## src/rtl/surfturf_cmdq_pkg.sv

```systemverilog
// Register map and CTRL/STAT field positions for the SURF command queue.
package surfturf_cmdq_pkg;

  localparam logic [7:0] CtrlOffset = 8'h00;
  localparam logic [7:0] StatOffset = 8'h04;
  localparam logic [7:0] DataBase   = 8'h40;

  localparam int unsigned CtrlFlushLsb = 8;
  localparam int unsigned CtrlOvfLsb   = 16;
  localparam int unsigned StatFullLsb  = 8;

  function automatic logic [7:0] data_offset(input int unsigned ch);
    return DataBase + 8'(ch << 2);
  endfunction

endpackage

```

## src/rtl/cmdq_fifo_fwft.sv

```systemverilog
// Single-clock first-word-fall-through FIFO; head entry is read combinationally from storage.
module cmdq_fifo_fwft #(
  parameter int unsigned DATA_W     = 16,
  parameter int unsigned DEPTH_LOG2 = 4
) (
  input  logic                  clk_i,
  input  logic                  rst_ni,
  input  logic                  push_i,
  input  logic [DATA_W-1:0]     push_data_i,
  input  logic                  pop_i,
  input  logic                  flush_i,
  output logic [DATA_W-1:0]     head_data_o,
  output logic [DEPTH_LOG2:0]   count_o,
  output logic                  empty_o,
  output logic                  full_o,
  output logic                  push_drop_o
);

  localparam int unsigned Depth = 2 ** DEPTH_LOG2;
  localparam int unsigned CntW  = DEPTH_LOG2 + 1;
  localparam logic [CntW-1:0] DepthCnt = CntW'(Depth);

  logic [DATA_W-1:0]     mem_q [Depth];
  logic [DEPTH_LOG2-1:0] wr_ptr_q, wr_ptr_d, rd_ptr_q, rd_ptr_d;
  logic [CntW-1:0]       count_q, count_d;
  logic                  do_push, do_pop;

  assign empty_o = (count_q == '0);
  assign full_o  = (count_q == DepthCnt);

  // A pop in the same cycle frees the slot, so a full FIFO still takes the push.
  assign do_pop      = pop_i & ~empty_o & ~flush_i;
  assign do_push     = push_i & (~full_o | do_pop) & ~flush_i;
  assign push_drop_o = push_i & full_o & ~do_pop & ~flush_i;

  always_comb begin
    wr_ptr_d = wr_ptr_q;
    rd_ptr_d = rd_ptr_q;
    count_d  = count_q;
    if (flush_i) begin
      wr_ptr_d = '0;
      rd_ptr_d = '0;
      count_d  = '0;
    end else begin
      if (do_push) wr_ptr_d = wr_ptr_q + DEPTH_LOG2'(1);
      if (do_pop)  rd_ptr_d = rd_ptr_q + DEPTH_LOG2'(1);
      if (do_push && !do_pop) count_d = count_q + CntW'(1);
      if (!do_push && do_pop) count_d = count_q - CntW'(1);
    end
  end

  always_ff @(posedge clk_i) begin
    if (!rst_ni) begin
      wr_ptr_q <= '0;
      rd_ptr_q <= '0;
      count_q  <= '0;
    end else begin
      wr_ptr_q <= wr_ptr_d;
      rd_ptr_q <= rd_ptr_d;
      count_q  <= count_d;
    end
  end

  always_ff @(posedge clk_i) begin
    if (do_push) mem_q[wr_ptr_q] <= push_data_i;
  end

  assign head_data_o = mem_q[rd_ptr_q];
  assign count_o     = count_q;

endmodule

```

## src/rtl/surfturf_cmdq_core.sv

```systemverilog
// Wishbone-fed command queue: per-channel FWFT FIFOs drained by AXI4-Stream masters.
module surfturf_cmdq_core
  import surfturf_cmdq_pkg::*;
#(
  parameter int unsigned NUM_CHAN   = 4,
  parameter int unsigned DATA_W     = 16,
  parameter int unsigned DEPTH_LOG2 = 4,
  parameter int unsigned ADDR_W     = 10
) (
  input  logic                         wb_clk_i,
  input  logic                         wb_rst_ni,
  input  logic                         wb_cyc_i,
  input  logic                         wb_stb_i,
  input  logic                         wb_we_i,
  input  logic [ADDR_W-1:0]            wb_adr_i,
  input  logic [3:0]                   wb_sel_i,
  input  logic [31:0]                  wb_dat_i,
  output logic [31:0]                  wb_dat_o,
  output logic                         wb_ack_o,
  output logic                         wb_err_o,
  output logic                         wb_rty_o,
  output logic [NUM_CHAN*DATA_W-1:0]   cmd_tdata,
  output logic [NUM_CHAN-1:0]          cmd_tvalid,
  input  logic [NUM_CHAN-1:0]          cmd_tready
);

  logic                  ack_q, wb_req, wb_wr, ctrl_wr;
  logic [7:0]            adr;
  logic [31:0]           dat_q, rd_data;
  logic [NUM_CHAN-1:0]   enable_q, enable_d, ovf_q, ovf_d, ovf_clr;
  logic [NUM_CHAN-1:0]   flush, push, pop, drop, empty, full;
  logic [DEPTH_LOG2:0]   count [NUM_CHAN];
  logic [DATA_W-1:0]     head  [NUM_CHAN];
  logic                  unused_inputs;

  assign adr     = wb_adr_i[7:0];
  assign wb_req  = wb_cyc_i & wb_stb_i & ~ack_q;
  // Writes act only in the ack cycle so each transaction has exactly one effect.
  assign wb_wr   = ack_q & wb_cyc_i & wb_stb_i & wb_we_i;
  assign ctrl_wr = wb_wr & (adr == CtrlOffset);

  always_comb begin
    enable_d = enable_q;
    flush    = '0;
    ovf_clr  = '0;
    if (ctrl_wr) begin
      if (wb_sel_i[0]) enable_d = wb_dat_i[NUM_CHAN-1:0];
      if (wb_sel_i[1]) flush    = wb_dat_i[CtrlFlushLsb +: NUM_CHAN];
      if (wb_sel_i[2]) ovf_clr  = wb_dat_i[CtrlOvfLsb +: NUM_CHAN];
    end
    // Set beats clear when both land in the same cycle.
    ovf_d = (ovf_q & ~ovf_clr) | drop;
  end

  always_comb begin
    push = '0;
    for (int unsigned ch = 0; ch < NUM_CHAN; ch++) begin
      push[ch] = wb_wr & wb_sel_i[0] & (adr == data_offset(ch));
    end
  end

  always_comb begin
    rd_data = '0;
    if (adr == CtrlOffset) begin
      rd_data[NUM_CHAN-1:0]            = enable_q;
      rd_data[CtrlOvfLsb +: NUM_CHAN]  = ovf_q;
    end else if (adr == StatOffset) begin
      rd_data[NUM_CHAN-1:0]            = empty;
      rd_data[StatFullLsb +: NUM_CHAN] = full;
    end
    for (int unsigned ch = 0; ch < NUM_CHAN; ch++) begin
      if (adr == data_offset(ch)) rd_data[DEPTH_LOG2:0] = count[ch];
    end
  end

  always_ff @(posedge wb_clk_i) begin
    if (!wb_rst_ni) begin
      ack_q    <= 1'b0;
      dat_q    <= '0;
      enable_q <= '0;
      ovf_q    <= '0;
    end else begin
      ack_q    <= wb_req;
      dat_q    <= (wb_req && !wb_we_i) ? rd_data : '0;
      enable_q <= enable_d;
      ovf_q    <= ovf_d;
    end
  end

  assign wb_ack_o = ack_q & wb_cyc_i;
  assign wb_dat_o = dat_q;
  assign wb_err_o = 1'b0;
  assign wb_rty_o = 1'b0;

  assign cmd_tvalid = enable_q & ~empty;
  assign pop        = cmd_tvalid & cmd_tready;

  for (genvar ch = 0; ch < NUM_CHAN; ch++) begin : g_chan
    cmdq_fifo_fwft #(
      .DATA_W     (DATA_W),
      .DEPTH_LOG2 (DEPTH_LOG2)
    ) u_fifo (
      .clk_i       (wb_clk_i),
      .rst_ni      (wb_rst_ni),
      .push_i      (push[ch]),
      .push_data_i (wb_dat_i[DATA_W-1:0]),
      .pop_i       (pop[ch]),
      .flush_i     (flush[ch]),
      .head_data_o (head[ch]),
      .count_o     (count[ch]),
      .empty_o     (empty[ch]),
      .full_o      (full[ch]),
      .push_drop_o (drop[ch])
    );
    assign cmd_tdata[ch*DATA_W +: DATA_W] = head[ch];
  end

  assign unused_inputs = ^{wb_adr_i, wb_sel_i, wb_dat_i};

endmodule

```

## config.mk

```make
export PLATFORM = sky130hd
export DESIGN_NAME = surfturf_cmdq_core
export DESIGN_NICKNAME = d
export VERILOG_FILES = /design/src/rtl/surfturf_cmdq_pkg.sv /design/src/rtl/cmdq_fifo_fwft.sv /design/src/rtl/surfturf_cmdq_core.sv
export SDC_FILE = /design/constraint.sdc
export NUM_CORES = 1
export LEC_CHECK = 0
export ABC_AREA = 1
export BUFFER_PORTS_ARGS = -buffer_cell sky130_fd_sc_hd__buf_2
export CORE_MARGIN = 8
export CORE_UTILIZATION = 40
export DETAILED_ROUTE_END_ITERATION = 10
export GPL_TIMING_DRIVEN = 0
export MAX_ROUTING_LAYER = met4
export PLACE_DENSITY_LB_ADDON = 0.3
export REMOVE_ABC_BUFFERS = 1
export SLEW_MARGIN = 40
export SYNTH_ARGS = -nofsm -noshare
export SYNTH_HDL_FRONTEND = slang
export SYNTH_SLANG_ARGS = --single-unit
```

## constraint.sdc

```tcl
create_clock -name wb_clk_i -period 3.5 [get_ports wb_clk_i]
set_input_delay 0.35 -clock wb_clk_i [delete_from_list [all_inputs] [get_ports wb_clk_i]]
set_output_delay 0.35 -clock wb_clk_i [all_outputs]
set_load 0.05 [all_outputs]
```

# After elaboration in Yosys (flattened, before gate mapping)
# Memories as Yosys holds them, arrays and structs flattened. A register that Yosys moved wholly into a read port is not among the register bits.
# Index checks and enable logic that the tools add are counted.
dict set report classes {
  n_eq_ne 9
  n_bitwise 69
  mux 34
  reduce_logical 35
  n_addsub 16
}
# operator n
set op_table {}
lappend op_table {{$mux 5} 12}
lappend op_table {{$mux 4} 14}
lappend op_table {{$and 1x1->1} 39}
lappend op_table {{$add 4x1->4 const B} 8}
lappend op_table {{$eq 8x7->1 const B} 4}
lappend op_table {{$add 5x1->5 const B} 4}
lappend op_table {{$eq 5x5->1 const B} 4}
lappend op_table {{$logic_not 5->1} 4}
lappend op_table {{$not 1->1} 20}
lappend op_table {{$sub 5x1->5 const B} 4}
lappend op_table {{$and 4x4->4} 3}
lappend op_table {{$logic_and 1x1->1} 9}
lappend op_table {{$logic_not 1->1} 9}
lappend op_table {{$eq 8x3->1 const B} 1}
lappend op_table {{$logic_not 8->1} 1}
lappend op_table {{$mux 1} 8}
lappend op_table {{$not 4->4} 2}
lappend op_table {{$reduce_bool 2->1} 4}
lappend op_table {{$reduce_or 2->1} 4}
lappend op_table {{$or 1x1->1} 4}
lappend op_table {{$or 4x4->4} 1}
lappend op_table {{$reduce_and 2->1} 2}
lappend op_table {{$reduce_or 4->1} 1}
lappend op_table {{$reduce_and 3->1} 1}
dict set report word_totals {
  input_bits 55
  out_inout_bits 103
  ff_bits 93
  n_memories 4
  ram_bits 1024
  word_cells 186
}
# memory words word_bits rd rd_clocked_by_memory_dff wr line_no
set memory_table {}
lappend memory_table {{g_chan[0].u_fifo.mem_q} 16 16 1 1 1 cmdq_fifo_fwft.sv:23} ;# logic [DATA_W-1:0] mem_q [Depth];
lappend memory_table {{g_chan[1].u_fifo.mem_q} 16 16 1 1 1 cmdq_fifo_fwft.sv:23}
lappend memory_table {{g_chan[2].u_fifo.mem_q} 16 16 1 1 1 cmdq_fifo_fwft.sv:23}
lappend memory_table {{g_chan[3].u_fifo.mem_q} 16 16 1 1 1 cmdq_fifo_fwft.sv:23}

# Depth between registers and ports, before layout
dict set report logic_depth {
  depth_word 13
  depth_mapped 20
  depth_no_buf 18
}

# Cells and area by module
# From an unflattened synthesis, not the netlist that was laid out.
dict set report unflattened {
  hier_cells 4044
  area_unflattened_um2 46854.9
}
# module area_each_um2 n_inst seq_area_each_um2 cells_per_inst
set modules_own_cells {}
lappend modules_own_cells {{cmdq_fifo_fwft (g_chan[1].u_fifo ...)} 11377.2 2 8027.7 957}
lappend modules_own_cells {{cmdq_fifo_fwft (g_chan[3].u_fifo)} 11389.7 1 8027.7 963}
lappend modules_own_cells {{cmdq_fifo_fwft (g_chan[0].u_fifo)} 11365.9 1 8027.7 957}
lappend modules_own_cells {surfturf_cmdq_core 1345.0 1 440.4 210}

# Worst setup path before layout
# No wires, ideal clock.
dict set report synth_timing {
  kind {input port to flip-flop}
  startpoint {input wb_adr_i[5]}
  endpoint {memory g_chan[3].u_fifo.mem_q[0][0] (enable)}
  arrival_ns 2.431
  cell_stages 8
  setup_slack_ns 0.660
  required_time_ns 3.091
  setup_ns 0.409
  path_buffers 1
  cell_sequence {nor2_2 -> nand2_2 -> nor2_4 -> nand4_2 -> nor2_4 -> nand2_4 -> buf_6 -> nor3_1}
}
dict set report synth_between {
  elab_chain_cells 10
  elab_cells_between_ends 12
  cone_classes {eq/ne (1); mux (3); bitwise (7); reduce/logical (1)}
}
# element line_no
set synth_rtl {}
lappend synth_rtl {{from (decl)} surfturf_cmdq_core.sv:15} ;# input logic [ADDR_W-1:0] wb_adr_i,
lappend synth_rtl {{$logic_not 8->1} surfturf_cmdq_core.sv:40} ;# assign ctrl_wr = wb_wr & (adr == CtrlOffset);
lappend synth_rtl {{$and 1x1->1} surfturf_cmdq_core.sv:40}
lappend synth_rtl {{$mux 4} surfturf_cmdq_core.sv:46} ;# if (ctrl_wr) begin
lappend synth_rtl {{$not 1->1} {cmdq_fifo_fwft.sv:32, cmdq_fifo_fwft.sv:33}}
lappend synth_rtl {{$and 1x1->1} cmdq_fifo_fwft.sv:32} ;# assign do_pop = pop_i & ~empty_o & ~flush_i;
lappend synth_rtl {{$or 1x1->1} cmdq_fifo_fwft.sv:33} ;# assign do_push = push_i & (~full_o | do_pop) & ~flush_i;
lappend synth_rtl {{$and 1x1->1} cmdq_fifo_fwft.sv:33}
lappend synth_rtl {{$and 1x1->1 (*)} cmdq_fifo_fwft.sv:33}
lappend synth_rtl {{$mux 1 (*)} cmdq_fifo_fwft.sv:65} ;# if (do_push) mem_q[wr_ptr_q] <= push_data_i;
lappend synth_rtl {{$mux 1 (implied by the code) (*)} cmdq_fifo_fwft.sv:65}
lappend synth_rtl {{to (decl)} cmdq_fifo_fwft.sv:23}
# Every way passes the cells marked *; elsewhere a longest branch is shown, timed or not.

==> metrics.log <==
[metrics] total global routing overflow: 0
[metrics] antenna violations before repair: 4
[metrics] minimum clock period: 3.27 ns
[metrics] floorplan die area: 124000 µm²
[metrics] static power due to leakage: around 18 nW
[metrics] Port Buffers: around 120
[metrics] Max-Cap Viols: 0
[metrics] detailed-route DRC error count: 0
[metrics] Area Overhead vs Synth: 16.1%
[metrics] CTS H-tree lvls: 3
[metrics] number of iterations in the first detailed-routing pass: 6
[metrics] Hold Slack: a little under 0.07 ns
[metrics] chain of cells forming the critical path: buf_12, inv_6, o21ai_0, o221ai_1, nand3_1, nand2_1, buf_2
[metrics] Detailed Place HPWL: slightly below 70000 µm
[metrics] clock transition at the registers of the reported paths: around 0.060 ns
[metrics] count of different cell masters after synthesis: 39
[metrics] post-route standard cell area excluding fillers: between 50000 and 60000 µm²
[metrics] HP Class: in -> reg
[metrics] overall global routing resource usage: 0.181
[metrics] TritonCTS clock tree: yes
[metrics] share of the yosys chip area belonging to registers: 0.721
[metrics] minimum setup slack in the final design: 0.235 ns
[metrics] post-synthesis cell area: roughly 45000 µm²
[metrics] register bit total from synthesis: about 1.1k
[metrics] Synth area leader: sky130_fd_sc_hd__edfxtp_1
[metrics] setup repair after global routing missed its margin: no
[metrics] Synth async-reset ratio: 0
[metrics] chip width: about 350 µm
[metrics] per-cell routed wire length: 21.3 µm
[metrics] IO Count: 158
[metrics] clock buffers created by TritonCTS: 110
[metrics] Fmax achieved: just over 0.3 GHz
[metrics] power per unit of standard cell area: 500 nW/µm²
[metrics] final layout net count: a little under 4k
[metrics] cell with the biggest individual delay on the critical path: sky130_fd_sc_hd__dfxtp_4
[metrics] share of post-route cells with drive strength above 1: 0.148
[metrics] share of the core filled with cells in the final layout: 0.467
[metrics] Avg Cell Area, Syn: between 10 and 15 µm²
[metrics] run status: completed
[metrics] final weighted congestion in routability-driven placement: between 0.8 and 0.9
[metrics] largest voltage drop on the vdd net: between 0.0003 and 0.0004 V
[metrics] number of enable flip-flop cells after synthesis: just over 1k
[metrics] number of buffers between clock root and the deepest sink: 3
[metrics] Slew headroom: 0.418
[metrics] Placed Area: 48700 µm²
[metrics] top_reg_cell synth: sky130_fd_sc_hd__edfxtp_1
[metrics] classification of the worst setup path: reg -> out
[metrics] max-slew violations: 0
[metrics] pin count of the biggest net entering global routing: 87
[metrics] number of cell rows: between 100 and 150
[metrics] Initial Util: 0.403
[metrics] final-report hold violation count: 0
[metrics] type of origin of the critical path: register
[metrics] core region area: around 110000 µm²
[metrics] crit path capture type: primary output
[metrics] top cell type's share of synthesized area: 0.681
[metrics] master cell of the clock root buffer: sky130_fd_sc_hd__clkbuf_16
[metrics] violation count after the first detailed-route iteration: approximately 2.6k
[metrics] family with the most delay on the worst path: buffers and inverters
[metrics] source-to-sink clock delay at the later pin of the worst-skew pair: between 0.6 and 0.7 ns
[metrics] fraction of the cycle the final worst path needs: 0.933
[metrics] endpoints failing setup: 0
[metrics] most frequent cells in the layout: sky130_fd_sc_hd__edfxtp_1 (1024), sky130_fd_sc_hd__nor2_1 (518), sky130_fd_sc_hd__o21ai_0 (484), sky130_fd_sc_hd__nand2_1 (223), sky130_fd_sc_hd__inv_1 (188)
[metrics] vias in the first global route: ~27k
[metrics] arrival time reported for the critical path endpoint: a little under 3 ns
[metrics] Setup WS pre-CTS: -0.0168 ns
[metrics] required time at the endpoint of the critical path: approximately 3.2 ns
[metrics] Largest stage delay, worst path: 0.46 ns
[metrics] routed via count: around 29k
[metrics] mean number of vias per cell: ~5.3
[metrics] Cells after Synth: 3563
[metrics] remaining antenna violation count after routing: 0
[metrics] wire length of the first global-routing pass: between 150000 and 200000 µm
[metrics] slew at the pin closest to its max-slew limit: 0.872 ns
[metrics] main area contributors after synthesis: sky130_fd_sc_hd__edfxtp_1 (68%), sky130_fd_sc_hd__o21ai_0 (5.4%), sky130_fd_sc_hd__nor2_1 (4.4%)
[metrics] most frequent standard cell in the layout excluding fill and tap cells: sky130_fd_sc_hd__edfxtp_1
[metrics] Yosys warnings: 0
[metrics] DIE HEIGHT: ~350 µm
[metrics] largest fanout on the critical path: 64
[metrics] number of buffer and inverter instances along the worst setup path: 3
[metrics] final WL: 114000 µm
[metrics] Max Clock Skew: around 0.029 ns
[metrics] clk sink count: roughly 1.1k
[power by group]
group / switching, W / total [W] / internal, W
registers: 0.000000516 / 0.0145 / 0.0145
clock network: 0.00494 / 0.0114 / 0.00644
logic: 0.000312 / 0.000352 / 0.0000400
total: 0.00525 / 0.0262 / 0.0210
[registers in the layout, indices dropped and copies added (netlist names), named ones only]
register,count
g_chan.u_fifo.wr_ptr_q,16
ovf_q,4
enable_q,4
g_chan.u_fifo.count_o,20
g_chan.u_fifo.mem_q,1024
wb_dat_o,13
g_chan.u_fifo.rd_ptr_q,16
ack_q,1
[worst reg2reg max path, stage by stage (launching register included)]
cell                      delay [ns]
sky130_fd_sc_hd__dfxtp_1        0.47
sky130_fd_sc_hd__nor2_1         0.11
sky130_fd_sc_hd__nand3_1        0.12
sky130_fd_sc_hd__nand2_1        0.12
sky130_fd_sc_hd__nor2_1         0.38
sky130_fd_sc_hd__nand2_4        0.16
sky130_fd_sc_hd__nand2_4        0.14
sky130_fd_sc_hd__nand2_4        0.19
sky130_fd_sc_hd__ha_1           0.35
sky130_fd_sc_hd__xor2_1         0.22
sky130_fd_sc_hd__ha_1           0.17
sky130_fd_sc_hd__inv_1          0.04
sky130_fd_sc_hd__nand2_1        0.09
sky130_fd_sc_hd__nand3_1        0.10
sky130_fd_sc_hd__nand2_1        0.08
sky130_fd_sc_hd__nand2_1        0.05
sky130_fd_sc_hd__nand2_1        0.05
sky130_fd_sc_hd__nand2_1        0.05
sky130_fd_sc_hd__a21oi_1        0.11
[cells by family after synthesis]
family                   after synthesis  synth area share
other                                  1         0.0000830
adder cells (fa/ha/maj)               34           0.00942
XOR/XNOR                              33           0.00640
flip-flops                          1114             0.721
multiplexers                          55            0.0122
AO/OA/AOI/OAI                        891             0.117
buffers and inverters                429            0.0394
AND/OR/NAND/NOR                     1006            0.0950
[stage by stage]
step	total power, W	TNS (ns)	cells
floorplan	0.0149	-121.78	3353
CTS	0.0265	0	5354
detailed placement	0.0151	-0.0168	5151
global route	0.0270	0	5364
finish	0.0262	0	5364
global placement	0.0151	-1287.33	4974
[synth_stat cells, types with 13 or more instances]
library cell / count
sky130_fd_sc_hd__buf_4: 21
sky130_fd_sc_hd__o22ai_1: 24
sky130_fd_sc_hd__mux2i_1: 55
sky130_fd_sc_hd__nor3_1: 64
sky130_fd_sc_hd__nand3_1: 154
sky130_fd_sc_hd__inv_1: 194
sky130_fd_sc_hd__clkbuf_1: 153
sky130_fd_sc_hd__edfxtp_1: 1024
sky130_fd_sc_hd__nand2_1: 223
sky130_fd_sc_hd__nor2_1: 526
sky130_fd_sc_hd__o21ai_1: 13
sky130_fd_sc_hd__dfxtp_1: 90
sky130_fd_sc_hd__buf_2: 38
sky130_fd_sc_hd__o221ai_1: 104
sky130_fd_sc_hd__o211ai_1: 153
sky130_fd_sc_hd__o21ai_0: 484
sky130_fd_sc_hd__ha_1: 34
sky130_fd_sc_hd__a21oi_1: 106
sky130_fd_sc_hd__xor2_1: 27
[path summary, 6_finish.rpt]
kind	startpoint	endpoint	slack, ns	cells past startpoint
setup / recovery	register	cmd_tdata[24]	0.23	7
hold / removal	wb_dat_i[19]	ovf_q[3]	0.07	4
setup reg to reg	g_chan[1].u_fifo.count_o[0]	g_chan[1].u_fifo.count_o[4]	0.44	18
hold reg to reg	ovf_q[0]	wb_dat_o[16]	0.42	2
[layer usage]
layer,GRT usage,routed length (µm),vias up
li1,-,-,13477
met1,0.242,50500,14109
met5,-,0,-
met2,0.281,53200,913
met4,0.0658,3530,0
met3,0.0292,7280,196
[what timing repair did]
action	in CTS	in global routing
setup endpoints to repair	13	11
pin swaps	0	0
resized for setup	5	6
setup buffers	3	4
cloned	0	2
hold buffers	6	0
hold endpoints to repair	9	0
[layout make-up]
class                   count  area (µm²)
clock inverters            48         499
repair buffers            315        2440
clock buffers             146        2950
multi-input cells        2040       11300
inverters                 199         796
diodes                      2        5.00
well taps                1500        1880
flip-flops and latches   1114       32600
fillers                  9716       59800
No activity file was read; power rests on OpenSTA's default activity.
